File: config.mk
export PLATFORM = sky130hd
export DESIGN_NAME = core_ctrl
export DESIGN_NICKNAME = d
export VERILOG_FILES = /design/src/rtl/core_ctrl_pkg.sv /design/src/rtl/core_ctrl_decode.sv /design/src/rtl/core_ctrl.sv
export SDC_FILE = /design/constraint.sdc
export NUM_CORES = 1
export LEC_CHECK = 0
export ABC_AREA = 1
export BUFFER_PORTS_ARGS = -buffer_cell sky130_fd_sc_hd__buf_2
export CAP_MARGIN = 10
export CORE_UTILIZATION = 55
export DETAILED_ROUTE_END_ITERATION = 6
export PLACE_DENSITY = 0.82
export SYNTH_ARGS = -nofsm -noshare
export SYNTH_HDL_FRONTEND = slang
export SYNTH_HIERARCHICAL = 1
export SYNTH_SLANG_ARGS = --single-unit
File: constraint.sdc
create_clock -name clk -period 1.5 [get_ports clk]
set_input_delay 0.075 -clock clk [delete_from_list [all_inputs] [get_ports clk]]
set_output_delay 0.075 -clock clk [all_outputs]
set_load 0.03 [all_outputs]
File: src/rtl/core_ctrl_pkg.sv
// Shared definitions for the RV32 pipeline controller: opcodes, ALU codes,
// branch funct3 codes, the per-stage control bundle and small helpers.
package core_ctrl_pkg;

    localparam logic [6:0] OPC_OP     = 7'b0110011;
    localparam logic [6:0] OPC_OP_IMM = 7'b0010011;
    localparam logic [6:0] OPC_LOAD   = 7'b0000011;
    localparam logic [6:0] OPC_STORE  = 7'b0100011;
    localparam logic [6:0] OPC_BRANCH = 7'b1100011;
    localparam logic [6:0] OPC_JAL    = 7'b1101111;
    localparam logic [6:0] OPC_JALR   = 7'b1100111;

    localparam logic [2:0] ALU_ADD = 3'b000;
    localparam logic [2:0] ALU_SUB = 3'b001;
    localparam logic [2:0] ALU_AND = 3'b010;
    localparam logic [2:0] ALU_OR  = 3'b011;
    localparam logic [2:0] ALU_XOR = 3'b100;
    localparam logic [2:0] ALU_SLT = 3'b101;
    localparam logic [2:0] ALU_SLL = 3'b110;
    localparam logic [2:0] ALU_SRL = 3'b111;

    localparam logic [2:0] F3_BEQ  = 3'b000;
    localparam logic [2:0] F3_BNE  = 3'b001;
    localparam logic [2:0] F3_BLT  = 3'b100;
    localparam logic [2:0] F3_BGE  = 3'b101;
    localparam logic [2:0] F3_BLTU = 3'b110;
    localparam logic [2:0] F3_BGEU = 3'b111;

    typedef struct packed {
        logic       valid;
        logic       regwrite;
        logic [4:0] rd;
        logic       memwrite;
        logic       memtoreg;
        logic       wbsel;
        logic       alusrc;
        logic [2:0] aluctl;
        logic       branch;
        logic [2:0] funct3;
        logic       jump;
        logic       jal;
    } ctrl_t;

    // flags: [3]N [2]Z [1]C [0]V, C set means no borrow
    function automatic logic branch_taken(input logic [2:0] funct3, input logic [3:0] flags);
        logic n, z, c, v;
        {n, z, c, v} = flags;
        case (funct3)
            F3_BEQ:  return z;
            F3_BNE:  return !z;
            F3_BLT:  return n ^ v;
            F3_BGE:  return !(n ^ v);
            F3_BLTU: return !c;
            F3_BGEU: return c;
            default: return 1'b0;
        endcase
    endfunction

    function automatic logic raw_hit(input ctrl_t c, input logic [4:0] rs);
        return c.valid && c.regwrite && (rs != 5'd0) && (c.rd == rs);
    endfunction

endpackage

File: src/rtl/core_ctrl_decode.sv
// DEC-stage decoder: instruction word to control bundle, immediate-form
// selects and register-read usage. Unsupported encodings become bubbles.
module core_ctrl_decode
    import core_ctrl_pkg::*;
(
    input  logic [31:0] instr_d,
    output ctrl_t       ctrl,
    output logic        s0,
    output logic        s9,
    output logic [4:0]  rs1,
    output logic [4:0]  rs2,
    output logic        rs1_used,
    output logic        rs2_used
);

    logic [6:0] opcode;
    logic [2:0] funct3;
    logic       funct7_5;
    logic       unused_instr;

    assign opcode       = instr_d[6:0];
    assign funct3       = instr_d[14:12];
    assign funct7_5     = instr_d[30];
    assign rs1          = instr_d[19:15];
    assign rs2          = instr_d[24:20];
    assign unused_instr = ^{instr_d[31], instr_d[29:25]};

    always_comb begin
        ctrl        = '0;
        s0          = 1'b0;
        s9          = 1'b0;
        rs1_used    = 1'b0;
        rs2_used    = 1'b0;
        ctrl.rd     = instr_d[11:7];
        ctrl.funct3 = funct3;
        case (opcode)
            OPC_OP, OPC_OP_IMM: begin
                ctrl.valid    = 1'b1;
                ctrl.regwrite = 1'b1;
                ctrl.wbsel    = 1'b1;
                ctrl.alusrc   = (opcode == OPC_OP_IMM);
                rs1_used      = 1'b1;
                rs2_used      = (opcode == OPC_OP);
                case (funct3)
                    3'b000: ctrl.aluctl = (opcode == OPC_OP && funct7_5) ? ALU_SUB : ALU_ADD;
                    3'b001: ctrl.aluctl = ALU_SLL;
                    3'b010: ctrl.aluctl = ALU_SLT;
                    3'b100: ctrl.aluctl = ALU_XOR;
                    3'b101: begin
                        ctrl.aluctl = ALU_SRL;
                        if (funct7_5) ctrl.valid = 1'b0;
                    end
                    3'b110: ctrl.aluctl = ALU_OR;
                    3'b111: ctrl.aluctl = ALU_AND;
                    default: ctrl.valid = 1'b0;
                endcase
            end
            OPC_LOAD: begin
                ctrl.valid    = 1'b1;
                ctrl.regwrite = 1'b1;
                ctrl.memtoreg = 1'b1;
                ctrl.wbsel    = 1'b1;
                ctrl.alusrc   = 1'b1;
                ctrl.aluctl   = ALU_ADD;
                rs1_used      = 1'b1;
            end
            OPC_STORE: begin
                ctrl.valid    = 1'b1;
                ctrl.memwrite = 1'b1;
                ctrl.alusrc   = 1'b1;
                ctrl.aluctl   = ALU_ADD;
                s0            = 1'b1;
                rs1_used      = 1'b1;
                rs2_used      = 1'b1;
            end
            OPC_BRANCH: begin
                ctrl.valid  = 1'b1;
                ctrl.branch = 1'b1;
                ctrl.aluctl = ALU_SUB;
                s0          = 1'b1;
                rs1_used    = 1'b1;
                rs2_used    = 1'b1;
            end
            OPC_JAL: begin
                ctrl.valid    = 1'b1;
                ctrl.regwrite = 1'b1;
                ctrl.jump     = 1'b1;
                ctrl.jal      = 1'b1;
                s9            = 1'b1;
            end
            OPC_JALR: begin
                ctrl.valid    = 1'b1;
                ctrl.regwrite = 1'b1;
                ctrl.jump     = 1'b1;
                ctrl.alusrc   = 1'b1;
                ctrl.aluctl   = ALU_ADD;
                rs1_used      = 1'b1;
            end
            default: ctrl.valid = 1'b0;
        endcase
        // Invalid encodings must not leak selects or read usage into hazard logic
        if (!ctrl.valid) begin
            ctrl     = '0;
            s0       = 1'b0;
            s9       = 1'b0;
            rs1_used = 1'b0;
            rs2_used = 1'b0;
        end
    end

endmodule

File: src/rtl/core_ctrl.sv
// Five-stage pipeline controller: stage control registers, RAW scoreboard,
// branch resolution and stall/flush. CORE_CTRL_PERF_EN adds perf counters.
module core_ctrl
    import core_ctrl_pkg::*;
(
    input  logic        clk,
    input  logic        reset,
    input  logic [31:0] instr_d,
    input  logic [3:0]  flags_m,
    output logic        s0,
    output logic        s9,
    output logic        s3,
    output logic [2:0]  s4,
    output logic        s1,
    output logic        s5,
    output logic        s6,
    output logic        s7,
    output logic        s8,
    output logic        s2,
    output logic        stall_f,
    output logic        stall_d,
    output logic        flush_d,
    output logic        flush_e,
    output logic        flush_m
`ifdef CORE_CTRL_PERF_EN
    ,
    output logic [31:0] perf_cycles,
    output logic [31:0] perf_retired,
    output logic [31:0] perf_stalls,
    output logic [31:0] perf_flushes
`endif
);

    ctrl_t      ctrl_d, ctrl_e, ctrl_m, ctrl_w;
    logic       dec_s0, dec_s9;
    logic [4:0] rs1, rs2;
    logic       rs1_used, rs2_used;
    logic       hazard, redirect, stall;
    logic       unused_w;

    core_ctrl_decode u_decode (
        .instr_d  (instr_d),
        .ctrl     (ctrl_d),
        .s0       (dec_s0),
        .s9       (dec_s9),
        .rs1      (rs1),
        .rs2      (rs2),
        .rs1_used (rs1_used),
        .rs2_used (rs2_used)
    );

    assign hazard = (rs1_used && (raw_hit(ctrl_e, rs1) || raw_hit(ctrl_m, rs1) || raw_hit(ctrl_w, rs1)))
                 || (rs2_used && (raw_hit(ctrl_e, rs2) || raw_hit(ctrl_m, rs2) || raw_hit(ctrl_w, rs2)));

    assign redirect = ctrl_m.valid && (ctrl_m.jump || (ctrl_m.branch && branch_taken(ctrl_m.funct3, flags_m)));
    assign stall    = hazard && !redirect;

    always_ff @(posedge clk or posedge reset) begin
        if (reset) begin
            ctrl_e <= '0;
            ctrl_m <= '0;
            ctrl_w <= '0;
        end else begin
            ctrl_e <= (stall || redirect) ? '0 : ctrl_d;
            ctrl_m <= redirect ? '0 : ctrl_e;
            ctrl_w <= ctrl_m;
        end
    end

    // DEC selects are combinational from instr_d, so reset must mask them directly
    assign s0 = dec_s0 && !reset;
    assign s9 = dec_s9 && !reset;

    assign s3 = ctrl_e.valid && ctrl_e.alusrc;
    assign s4 = ctrl_e.valid ? ctrl_e.aluctl : '0;

    assign s1 = redirect;
    assign s5 = ctrl_m.valid && ctrl_m.memwrite;
    assign s6 = ctrl_m.valid && (ctrl_m.branch || ctrl_m.jal);

    assign s7 = ctrl_w.valid && ctrl_w.memtoreg;
    assign s8 = ctrl_w.valid && ctrl_w.wbsel;
    assign s2 = ctrl_w.valid && ctrl_w.regwrite && (ctrl_w.rd != 5'd0);

    assign stall_f = stall;
    assign stall_d = stall;
    assign flush_d = redirect;
    assign flush_e = redirect || stall;
    assign flush_m = redirect;

    assign unused_w = ^ctrl_w;

`ifdef CORE_CTRL_PERF_EN
    always_ff @(posedge clk or posedge reset) begin
        if (reset) begin
            perf_cycles  <= '0;
            perf_retired <= '0;
            perf_stalls  <= '0;
            perf_flushes <= '0;
        end else begin
            perf_cycles <= perf_cycles + 32'd1;
            if (ctrl_w.valid) perf_retired <= perf_retired + 32'd1;
            if (stall)        perf_stalls  <= perf_stalls + 32'd1;
            if (redirect)     perf_flushes <= perf_flushes + 32'd1;
        end
    end
`endif

endmodule

Word-level counts from Yosys, hierarchy flattened. Index checks and enable logic that the tools add are counted.

$add $sub $neg: 0. $mul: 0. Divide/modulo/power cells: 0. Order comparisons: 0. Equality and inequality tests: 24. Shift-type cells: 0. Multiplexer cells: 26. Bitwise logic cells: 1. Reductions and logical operators: 56.

Operators by type and width (count): $mux W20 (3); $eq A5 B5 Y1 (6); $logic_and A1 B1 Y1 (29); $eq A3 B3 Y1 const B (8); $eq A7 B7 Y1 const B (3); $pmux W3 S7 (1); $mux W1 (15); $reduce_bool A5 Y1 (3); $eq A7 B6 Y1 const B (2); $reduce_or A6 Y1 (2); $reduce_or A5 Y1 (2); $logic_or A1 B1 Y1 (8); $pmux W1 S2 (4); $eq A7 B2 Y1 const B (1); $eq A7 B5 Y1 const B (1); $eq A3 B1 Y1 const B (2); $logic_not A3 Y1 (2); $pmux W1 S6 (1); $pmux W3 S2 (1); $reduce_or A2 Y1 (3); $reduce_or A3 Y1 (2); $logic_not A1 Y1 (5); $eq A3 B2 Y1 const B (1); $mux W3 (1); $xor A1 B1 Y1 (1).

Bits in registers: 45. Bits in latches: 0. Memory bits (writable): 0. Memory bits (read-only): 0. Input bits: 38. Memories kept: 0.

Longest topological paths before layout.
Depth after elaboration: 10. Gate-level depth with buffers: 14. Mapped depth without buffers: 13.

Modules after synthesis. Netlist, hierarchy kept.

By module, submodules not included: core_ctrl (instances 1, cells each 317, area an instance 2244.7 sq um); core_ctrl_decode (instances 1, cells each 105, area an instance 535.5 sq um).

Least setup slack after synthesis. Ideal clock, no wire load.

Path kind: reg-to-output. Start point: register ctrl_m[2] (netlist bit). End point: output stall_f. Data arrival time: 1.733 ns. Data required time: 1.425 ns. Slack: -0.308 ns. Cell stages (with the launch flop): 13. Buffers on the path: 1. Path through: dfrtp_1 inv_1 nand3_1 nand2_1 inv_1 nand2_1 nor2_1 nand2_1 nand2_1 nand2_2 inv_2 a21oi_1 buf_4.

Longest elaborated chain between the ends: 7. Elaborated cells on any way between the ends: 12.

Ends and longest elaborated chain: start, declared (RTL line core_ctrl.sv:34) `ctrl_t ctrl_d, ctrl_e, ctrl_m, ctrl_w;`; start signal, assigned (RTL line core_ctrl.sv:65) `ctrl_m <= redirect ? '0 : ctrl_e;`; $eq A3 B3 Y1, or another cell as far along (RTL line core_ctrl_pkg.sv:48) `case (funct3)`; $pmux W1 S6 * (RTL line core_ctrl_pkg.sv:48); $logic_and A1 B1 Y1 * (RTL line core_ctrl.sv:55) `assign redirect = ctrl_m.valid && (ctrl_m.jump || (ctrl_m.branch && branch_taken(ctrl_m.funct3, flags_m)));`; $logic_or A1 B1 Y1 * (RTL line core_ctrl.sv:55); $logic_and A1 B1 Y1 * (RTL line core_ctrl.sv:55); $logic_not A1 Y1 * (RTL line core_ctrl.sv:56) `assign stall = hazard && !redirect;`; $logic_and A1 B1 Y1 * (RTL line core_ctrl.sv:56); end, declared (RTL line core_ctrl.sv:20) `output logic stall_f,`.

Mark *: on every way between the ends. The rest lies on a longest branch, timed or not.

Worst setup path in the final report.
Start point: register ctrl_m[15] (netlist bit). End point: output stall_d.

Longest elaborated chain between the ends: 7. Elaborated cells on any way between the ends: 12.

Ends and longest elaborated chain: $eq A5 B5 Y1 (RTL line core_ctrl_pkg.sv:60) `return c.valid && c.regwrite && (rs != 5'd0) && (c.rd == rs);`; $logic_and A1 B1 Y1 (RTL line core_ctrl_pkg.sv:60); $logic_or A1 B1 Y1 (on tied branches) (2 in a row) (RTL line core_ctrl.sv:52, core_ctrl.sv:53); $logic_and A1 B1 Y1 (on tied branches) (RTL line core_ctrl.sv:52, core_ctrl.sv:53); $logic_or A1 B1 Y1 * (RTL line core_ctrl.sv:53) `|| (rs2_used && (raw_hit(ctrl_e, rs2) || raw_hit(ctrl_m, rs2) || raw_hit(ctrl_w, rs2)));`; $logic_and A1 B1 Y1 * (RTL line core_ctrl.sv:56); end, declared (RTL line core_ctrl.sv:21) `output logic stall_d,`.

Marks and branches as above.

==> run_results.csv <==
group,metric,value,unit
outcome,status,"complete, but fails checks",
outcome,violations,"setup timing",
clocking,cts_buffers,5,
floorplan,dieArea,5343,um2
floorplan,num_rows,25,
power,power_density,663.5,nW/um2
finish,drive_gt1_share,28.72,%
synth,netlist.top_cell.by_area,"dfrtp_1",
setup_path,cp-end-kind,"primary output",
global_route,grt_first_pass_wirelength,9867,um
finish,area_growth,22.68,%
floorplan,start_util,58.09,%
sta,tightestPinTransition,0.5433,ns
floorplan,die_w,73.10,um
finish,nets,528,
detailed_routing,dr.pass1.iters,6,
clocking,insertion_delay,0.29,ns
detailed_routing,wl_per_cell,10.96,um
synth,ys_top_cells_by_count,"nand2_1 (109), inv_1 (98), nor2_1 (84), dfrtp_1 (45), nand3_1 (16)",
clocking,cts_root_buffer,"clkbuf_8",
synth,synth_fa_ha_area_share,0,%
setup_path,cp.required,1.42,ns
finish,fill_cells,404,
job,cap_violations,0,
finish,antennaDiodeCount,0,
clocking,htree_levels,2,
setup_path,slowest_stage,"dfrtp_1",
placed_design,dpl.hpwl,4616,um
synth,syn_area,2780,um2
clocking,clockBufferDepth,2,
sta,setup_ws,-0.2369,ns
setup_path,path_cells,"inv_2, nand2_1, nand2_1, nor2_1, nand3_2, nand3_2, nand2_4, a21oi_4, buf_6",
sta,rsz0062_at_grt,"true",
detailed_routing,num_vias,2670,
synth,synth_top_family_by_area,"simple AND/OR/NAND/NOR gates",
synth,syn-num-nets,460,
synth,syn_avg_cell_area,6.588,um2
synth,synth_flop_cell,"dfrtp_1",
detailed_routing,wirelength,6118,um
synth,synth_compound_area_share,3.510,%
placed_design,placed_cells,543,
setup_path,start_kind,"flip-flop",
global_route,grt_overflow,0,
synth,synthArstFlopShare,100.0,%
sta,max-slew-margin-rel,63.78,%
global_route,grt_max_degree,46,
setup_path,arrival,1.66,ns
synth,synthMostInstantiatedCell,"nand2_1",
detailed_routing,drt_iter0_markers,188,
detailed_routing,vias_per_cell,4.785,
synth,synth_mux_area_share,0,%
finish,instances_no_fill,558,
sta,fin_hold_ws,0.05979,ns
floorplan,io_pins,55,
synth,synth_cell_types,20,
setup_path,max_stage_delay,0.41,ns
sta,setup_viol,30,
sta,finalHoldViolCount,0,
synth,synth_edf_count,0,
global_route,grt_util_all_layers,24.37,%
clocking,tritoncts,"done",
synth,yosysWarningCount,6,
sta,final-max-slew-violation-count,0,
sta,post-route-period-util,115.8,%
global_route,first_global_vias,2388,
synth,synth.yosys.seq_area_share,40.50,%
power,leakage,0.002035,uW
synth,postSynthCellCount,422,
synth,ys_seq_elements,45,
setup_path,cp_max_fo,3,
placed_design,gp_congestion,0.8791,
sta,min_period,1.737,ns
synth,synth-xor-area-share,0.6301,%
clocking,clkSlewWorstSetupHoldPaths,0.08,ns
clocking,cts_sinks,45,
placed_design,portBuffers,48,
detailed_routing,ant_nets,0,
global_route,antenna_found_initial,0,
power,ir_worst_vdd,357.2,uV
detailed_routing,route.detailed.drc,0,
sta,fmax,575.7,MHz
synth,synth-simple-area-share,35.87,%
floorplan,coreArea,4786,um2
setup_path,critPathKind,"reg2out",
synth,synth_top_area_share,40.50,%
sta,finalClockSkew,0.007416,ns
floorplan,dieHeight,73.10,um
worst_hold_path,hp-class,"in2reg",
synth,synth.area.top_cells,"dfrtp_1 (41%), nand2_1 (15%), inv_1 (13%), nor2_1 (11%), buf_4 (3.8%)",
sta,tns,-1.249,ns
## path summary, 6_finish.rpt
| kind | from | endpoint | slack (ns) | cells past startpoint |
|---|---|---|---|---|
| setup / recovery | ctrl_m[15] | stall_d | -0.24 | 9 |
| hold / removal | instr_d[11] | ctrl_e[17] | 0.06 | 5 |
| setup reg to reg | ctrl_m[2] | ctrl_m[15] | -0.03 | 14 |
| hold reg to reg | ctrl_m[11] | ctrl_w[11] | 0.35 | 0 |
| max in group asynchronous | reset | ctrl_m[2] | 0.61 | 4 |
| min in group asynchronous | reset | ctrl_e[17] | 0.47 | 4 |
## cell usage in the layout, fill, tap and decap left out, types with 5 or more instances in the layout
master,count
buf_2,44
buf_4,25
buf_6,7
clkbuf_8,5
dfrtp_1,44
inv_1,91
inv_2,9
nand2_1,107
nand2_2,7
nand3_1,12
nand3_2,6
nor2_1,71
nor2_2,26
o21ai_0,11
## power by group
group / switching [uW] / total [uW] / internal, uW
Combinational: 179 / 291 / 113
Clock: 403 / 731 / 328
Sequential: 12.0 / 1240 / 1230
## flip-flops by register name, indices dropped and copies added (netlist names)
name,count
ctrl_m,16
ctrl_e,20
ctrl_w,9
## timing repair
item / 4_1_cts / 5_1_grt
hold buffers: 1 / 0
hold endpoints to repair: 45 / 0
resized for setup: 24 / 24
setup buffers: 4 / 1
gates cloned: 1 / 0
pin swaps: 2 / 12
endpoints found under the setup margin: 27 / 42
## per-layer routing
layer / GRT usage [%] / vias up / routed length (um)
met4: 10.24 / 0 / 157
met3: 4.558 / 19 / 555
li1: - / 1333 / -
met2: 40.43 / 115 / 2971
met5: 0 / - / 0
met1: 31.23 / 1203 / 2433
## per-stage QoR
step	power (uW)	setup slack (ns)	instance area [um2]	util, %
detailed placement	1540	-0.1124	3133	65.46
global placement	1532	-0.08522	3133	65.46
finish	2263	-0.2369	3411	71.27
global route	2367	-0.3383	3411	71.27
floorplan	1443	0.01287	2791	-
CTS	2258	-0.2280	3342	69.83
## kinds of logic after synthesis
logic type,after synthesis
compound gates,19
xor+xnor,2
simple gates,237
buf+inv,119
flops,45
## worst max-delay path: cells and delay by family, from the launching register on
family                 cells  cell delay, ns
buffers and inverters      2            0.22
AND/OR/NAND/NOR            6            0.54
flip-flops                 1            0.41
AO/OA/AOI/OAI              1            0.19
## final cells by class
type | count | area, um2 | share of cell area (%)
tap | 67 | 83.83 | 2.458
inverter | 101 | 381.6 | 11.19
multi-input combinational | 258 | 1199 | 35.14
timing repair buffer | 79 | 531.8 | 15.59
clock inverter | 2 | 15.01 | 0.4402
clock buffer | 6 | 72.57 | 2.128
sequential | 45 | 1127 | 33.05
Power figures use the tool's default switching activity.
